File: config.mk
export PLATFORM = sky130hd
export DESIGN_NAME = reg_file_arbiter
export DESIGN_NICKNAME = d
export VERILOG_FILES = /design/src/rtl/reg_file_arbiter.sv
export SDC_FILE = /design/constraint.sdc
export NUM_CORES = 1
export LEC_CHECK = 0
export ABC_AREA = 0
export ABC_CLOCK_PERIOD_IN_PS = 3000
export CAP_MARGIN = 20
export CORE_UTILIZATION = 25
export DETAILED_ROUTE_END_ITERATION = 8
export MAX_ROUTING_LAYER = met4
export PLACE_DENSITY_LB_ADDON = 0.3
export SLEW_MARGIN = 25
export SYNTH_ARGS = -nofsm -noshare
export SYNTH_HDL_FRONTEND = slang
export SYNTH_SLANG_ARGS = --single-unit
File: constraint.sdc
create_clock -name clk -period 3 [get_ports clk]
set_input_delay 0.75 -clock clk [delete_from_list [all_inputs] [get_ports clk]]
set_output_delay 0.75 -clock clk [all_outputs]
set_load 0.01 [all_outputs]
File: src/rtl/reg_file_arbiter.sv
`timescale 1ns/1ps
`default_nettype none
// +----------------------------------------------------------------------------+
// | reg_file_arbiter: core/debug arbiter for one shared 8x16 register-file port  |
// | set. Core has priority; debug is forced in after STARVE_MAX blocked cycles. |
// | Optional macro RF_BYPASS_EN: same-transaction write-to-read forwarding.     |
// | Revision: 1.0                                                               |
// +----------------------------------------------------------------------------+
module reg_file_arbiter #(
    parameter int STARVE_MAX = 4,
    parameter int DW         = 16,
    parameter int AW         = 3
) (
    input  logic          clk,
    input  logic          rst_n,
    input  logic          c_req,
    input  logic          c_we,
    input  logic [AW-1:0] c_ra1,
    input  logic [AW-1:0] c_ra2,
    input  logic [AW-1:0] c_wa,
    input  logic [DW-1:0] c_wdata,
    output logic          c_ready,
    output logic          c_rvalid,
    output logic [DW-1:0] c_rdata_a,
    output logic [DW-1:0] c_rdata_b,
    input  logic          d_req,
    input  logic          d_we,
    input  logic [AW-1:0] d_ra1,
    input  logic [AW-1:0] d_ra2,
    input  logic [AW-1:0] d_wa,
    input  logic [DW-1:0] d_wdata,
    output logic          d_ready,
    output logic          d_rvalid,
    output logic [DW-1:0] d_rdata_a,
    output logic [DW-1:0] d_rdata_b,
    output logic          rf_en,
    output logic          rf_regen,
    output logic [AW-1:0] rf_readreg1,
    output logic [AW-1:0] rf_readreg2,
    output logic [AW-1:0] rf_writereg,
    output logic [DW-1:0] rf_data_result,
    input  logic [DW-1:0] rf_data_A,
    input  logic [DW-1:0] rf_data_B
);

    localparam logic [7:0] c_STARVE_MAX = 8'(STARVE_MAX);

    logic [7:0]    r_starve_cnt;
    logic          r_owner;          // owner of the slot issued last cycle: 1 = debug
    logic          w_force;
    logic          w_xfer;
    logic          w_we;
    logic [AW-1:0] w_ra1;
    logic [AW-1:0] w_ra2;
    logic [AW-1:0] w_wa;
    logic [DW-1:0] w_wdata;
    logic [DW-1:0] w_resp_a;
    logic [DW-1:0] w_resp_b;

    assign w_force = (r_starve_cnt == c_STARVE_MAX);
    assign d_ready = d_req && (w_force || !c_req);
    assign c_ready = c_req && !(w_force && d_req);
    assign w_xfer  = c_ready || d_ready;

    always_comb begin
        w_we    = c_we;
        w_ra1   = c_ra1;
        w_ra2   = c_ra2;
        w_wa    = c_wa;
        w_wdata = c_wdata;
        if (d_ready) begin
            w_we    = d_we;
            w_ra1   = d_ra1;
            w_ra2   = d_ra2;
            w_wa    = d_wa;
            w_wdata = d_wdata;
        end
    end

    // Issue stage: address/data hold their last values on idle cycles.
    always_ff @(posedge clk or negedge rst_n) begin
        if (!rst_n) begin
            rf_en          <= 1'b0;
            rf_regen       <= 1'b0;
            rf_readreg1    <= '0;
            rf_readreg2    <= '0;
            rf_writereg    <= '0;
            rf_data_result <= '0;
            r_owner        <= 1'b0;
        end else begin
            rf_en    <= w_xfer;
            rf_regen <= w_xfer && w_we;
            if (w_xfer) begin
                rf_readreg1    <= w_ra1;
                rf_readreg2    <= w_ra2;
                rf_writereg    <= w_wa;
                rf_data_result <= w_wdata;
                r_owner        <= d_ready;
            end
        end
    end

    always_ff @(posedge clk or negedge rst_n) begin
        if (!rst_n) begin
            r_starve_cnt <= '0;
        end else if (d_ready) begin
            r_starve_cnt <= '0;
        end else if (d_req && !w_force) begin
            r_starve_cnt <= r_starve_cnt + 8'd1;
        end
    end

`ifdef RF_BYPASS_EN
    logic r_byp_a;
    logic r_byp_b;

    // Compare captured at issue so the response edge only needs a mux.
    always_ff @(posedge clk or negedge rst_n) begin
        if (!rst_n) begin
            r_byp_a <= 1'b0;
            r_byp_b <= 1'b0;
        end else if (w_xfer) begin
            r_byp_a <= w_we && (w_wa == w_ra1);
            r_byp_b <= w_we && (w_wa == w_ra2);
        end
    end

    assign w_resp_a = r_byp_a ? rf_data_result : rf_data_A;
    assign w_resp_b = r_byp_b ? rf_data_result : rf_data_B;
`else
    assign w_resp_a = rf_data_A;
    assign w_resp_b = rf_data_B;
`endif

    always_ff @(posedge clk or negedge rst_n) begin
        if (!rst_n) begin
            c_rvalid  <= 1'b0;
            d_rvalid  <= 1'b0;
            c_rdata_a <= '0;
            c_rdata_b <= '0;
            d_rdata_a <= '0;
            d_rdata_b <= '0;
        end else begin
            c_rvalid <= rf_en && !r_owner;
            d_rvalid <= rf_en && r_owner;
            if (rf_en && !r_owner) begin
                c_rdata_a <= w_resp_a;
                c_rdata_b <= w_resp_b;
            end
            if (rf_en && r_owner) begin
                d_rdata_a <= w_resp_a;
                d_rdata_b <= w_resp_b;
            end
        end
    end

endmodule
`default_nettype wire

==> run summary <==
The flow ran to the end, and the final reports show no timing, DRC or antenna violations. The run gives 0 as the final count of hold timing violations. The logs give 0.4019 for the utilization after layout and 0.04478 ns for the placement-stage worst setup slack. For this design the total switching power over the nets is 1.160 mW.

STA classifies the critical path endpoint as an output pin. The height of the die works out to 133.7 um. The logs give 8170 um for the half-perimeter wire length after detailed placement and 2.810 nW for the leakage component of the power. At the worst endpoint, the arrival time is 2.18 ns. Once layout is complete, the cells apart from fillers number 729. TritonCTS built the clock tree. The top-level port count came out at 183. The tools report the effective utilization at floorplan as 0.2587.

Following the worst setup path forward leads to its endpoint at c_ready. The number of antenna diodes in the final layout is 0. The fraction of post-synthesis cell area in the top cell type by area is 0.5887, and the endpoint required time on the critical path is 2.25 ns. In the post-route analysis, the smallest setup slack over all paths is 0.06625 ns. Entering global routing, the biggest net connects 57 pins. The via total after detailed routing came out at 3336. Proportion of layout cells with a drive suffix above 1: 0.1984. Once placement completed, the tool counted placed cells totaling 713. The first global-routing pass estimated 18270 um of wire. In this run the worst path has a maximum fanout of 3.

The H-tree generated during clock tree synthesis spans 3 levels. After routing the design area is 0.006735 mm2. The worst register-to-register path begins at r_starve_cnt[1].

At the end of routability-driven placement, the weighted congestion stood at 0.7824. The headroom to the max-slew limit is 0.5762. The library cell with the largest summed area after synthesis was sky130_fd_sc_hd__dfrtp_1.

The worst register-to-register path ends at rf_data_result[5]. The width of the die is 133.7 um, and the wire length reported by the detailed router is 11550 um. The share of total power consumed by net switching came out at 0.2782. The completed layout was analyzed and its total power is 4.172 mW.

The initial antenna violation count was 0; the share of power burned in registers was 0.421. Measured in cells, the most critical reg-to-reg path has a length of 7. For the sequential share of the synthesized area, the log shows 0.5887. Total count of max-transition violations in the final report: 0. In the final layout, the multi-input gates occupy 0.001660 mm2.

For this run, design rule violations remaining after detail routing come to 0. By area the synthesized netlist is led by sky130_fd_sc_hd__dfrtp_1, sky130_fd_sc_hd__mux2_2, sky130_fd_sc_hd__mux2i_1, sky130_fd_sc_hd__a221o_1, sky130_fd_sc_hd__nor2_1. Internal power comes to 3.011 mW. The initialized floorplan defines 47 standard-cell rows. The logs give 0 for the synthesis warning total and 0 for the max capacitance violation total.

The setup skew after layout is 0.006216 ns, and the worst reg-to-reg setup slack is 0.64 ns. The tools report the total routing resource utilization after global routing as 0.1370. Share of synthesized registers carrying an async set or reset: 1.000.

Clock tree synthesis inserted a total of 9 buffers. After clock tree synthesis, the clock-pin slew on the worst setup and hold paths is 0.08 ns. Global routing finished with a remaining overflow of 0.

The number of instances in the synthesized netlist came out at 320. The tools report the number of DRC markers after the initial detailed-route iteration as 160. The power per unit of standard cell area came out at 619.4 mW/mm2.

The synthesized flop and latch total is 102, and the setup-violating endpoint count in the final report is 0. The run gives 0.3409 GHz as the highest clock rate. The path class of the lowest-slack min-delay path is primary input to asynchronous set/reset pin. Port buffering added 182 buffers. The maximum resistive drop on vdd was 0.2550 mV; the filler cell count was 1569.

Setup repair after global routing left no endpoint under its margin. The routed design could run at a clock period as short as 2.934 ns. STA classifies the critical path startpoint as a flip-flop. In this run the worst setup path begins at r_starve_cnt[1]. The via count of the first global-routing pass was 3461; the detail-routed net length per standard cell was 15.84 um. The tools report the storage element area as 0.002552 mm2.

The clock tree root buffer cell is sky130_fd_sc_hd__clkbuf_16. The average instance in the mapped netlist occupies 13.55 um2. Overall die area: 0.01787 mm2.

The critical path class was flip-flop to output pin. Counting distinct cell types in the post-synthesis netlist gives 31. For the final worst hold slack, the log shows 0.4013 ns. The proportion of power drawn by combinational gates came out at 0.288. The most used flip-flop cell after synthesis is sky130_fd_sc_hd__dfrtp_1. The maximum clock insertion buffer count was 2. The detail-routed via count per cell was 4.576. Clock power share: 0.291. The final period utilization was 0.9779; the slew of the pin with the lowest slew margin was 0.6357 ns.

The layout overhead on the synthesized area was 55.35%; the iteration count of the initial detailed-routing pass was 4. Yosys mapped a number of flops with a built-in enable equal to 0. The run gives 0 as the number of routed nets with antenna violations.

The logs give 0.006431 mm2 for the standard cell area after detailed placement and 0 for the post-CTS setup buffer count. The post-synthesis instance area was 0.004335 mm2. For this run, the post-layout net count is 594. Adding up every negative setup slack in the final design gives 0 ns. The clock latency at the later pin of the worst-skew pair is 0.36 ns. The tools report the net count of the mapped netlist as 410. Clock tree synthesis found a total of 102 sinks. For the core box area, the log shows 0.01676 mm2.
## cell type report
type | count | share of cell area
sequential | 102 | 0.3790
clock inverter | 7 | 0.01208
multi-input combinational | 189 | 0.2465
tap | 220 | 0.04087
clock buffer | 9 | 0.03344
inverter | 7 | 0.003901
timing repair buffer | 195 | 0.2842
## power groups by stage
stage / clock network (mW) / registers [mW] / logic (mW)
global route: 1.31 / 1.79 / 1.28
detailed placement: 0 / 1.78 / 1.22
floorplan: 0 / 1.87 / 0.395
global placement: 0 / 1.77 / 1.20
finish: 1.21 / 1.76 / 1.20
CTS: 1.25 / 1.76 / 1.22
## cells in the mapped netlist, drive strengths merged (2+ instances only)
cell type  count
dfrtp        102
mux2          64
mux2i         26
nor2          26
a221o         25
clkbuf        13
nand2         13
buf            9
inv            7
nand3          5
o211ai         3
or4            3
a21oi          2
and2           2
ha             2
nor2b          2
o21ai          2
o22ai          2
o2bb2ai        2
or3            2
## cell usage in the layout (no fill, tap or decap), types with 2 or more instances in the layout
master / instances
sky130_fd_sc_hd__or3_1: 2
sky130_fd_sc_hd__a221o_1: 25
sky130_fd_sc_hd__o22ai_1: 2
sky130_fd_sc_hd__buf_2: 2
sky130_fd_sc_hd__nor2_1: 26
sky130_fd_sc_hd__ha_1: 2
sky130_fd_sc_hd__o21ai_0: 2
sky130_fd_sc_hd__and2_1: 2
sky130_fd_sc_hd__o2bb2ai_1: 2
sky130_fd_sc_hd__a21oi_1: 2
sky130_fd_sc_hd__or4_1: 3
sky130_fd_sc_hd__mux2_2: 64
sky130_fd_sc_hd__buf_4: 13
sky130_fd_sc_hd__inv_1: 7
sky130_fd_sc_hd__clkinvlp_4: 3
sky130_fd_sc_hd__o211ai_1: 3
sky130_fd_sc_hd__clkbuf_16: 9
sky130_fd_sc_hd__clkdlybuf4s50_1: 178
sky130_fd_sc_hd__dfrtp_1: 102
sky130_fd_sc_hd__mux2i_1: 26
sky130_fd_sc_hd__nand3_1: 5
sky130_fd_sc_hd__nand2_1: 13
## kinds of logic after synthesis
group           synth area share
flops                     0.5887
mux                       0.2263
simple gates             0.06637
compound gates           0.08110
buf+inv                  0.03175
fa+ha+maj               0.005771
## routing by layer
layer / wire length (um) / GRT usage
met2: 5409 / 0.2173
met5: 0 / -
met4: 176 / 0.05871
met3: 694 / 0.03120
met1: 5269 / 0.1671
## critical path, cell delays in order (launching register included)
cell	delay (ns)
sky130_fd_sc_hd__dfrtp_1	0.40
sky130_fd_sc_hd__inv_1	0.09
sky130_fd_sc_hd__ha_1	0.16
sky130_fd_sc_hd__or4b_4	0.48
sky130_fd_sc_hd__buf_4	0.17
sky130_fd_sc_hd__o41a_1	0.37
sky130_fd_sc_hd__buf_2	0.17
## how the worst min path moves through the flow
stage	cells past startpoint	slack (ns)	endpoint
2_1_floorplan	0	0.45	c_rdata_a[0]
3_3_place_gp	1	0.49	d_rdata_b[5]
3_5_place_dp	1	0.49	d_rdata_b[11]
4_1_cts	1	0.43	rf_data_result[10]
5_1_grt	1	0.45	rf_data_result[10]
6_report	1	0.40	rf_data_result[10]
## registers in the layout, indices dropped and copies added (netlist names)
| name | cells |
|---|---|
| c_rdata_a | 16 |
| c_rdata_b | 16 |
| c_rvalid | 1 |
| d_rdata_a | 16 |
| d_rdata_b | 16 |
| d_rvalid | 1 |
| r_owner | 1 |
| r_starve_cnt | 8 |
| rf_data_result | 16 |
| rf_en | 1 |
| rf_readreg1 | 3 |
| rf_readreg2 | 3 |
| rf_regen | 1 |
| rf_writereg | 3 |
## timing repair
| action | in CTS | in global routing |
|---|---|---|
| endpoints found under the setup margin | 2 | 1 |
| cloned | 0 | 0 |
| pin swaps | 1 | 0 |
| hold buffers | 0 | 0 |
| gates resized for setup | 6 | 2 |
Power figures use the tool's default switching activity.
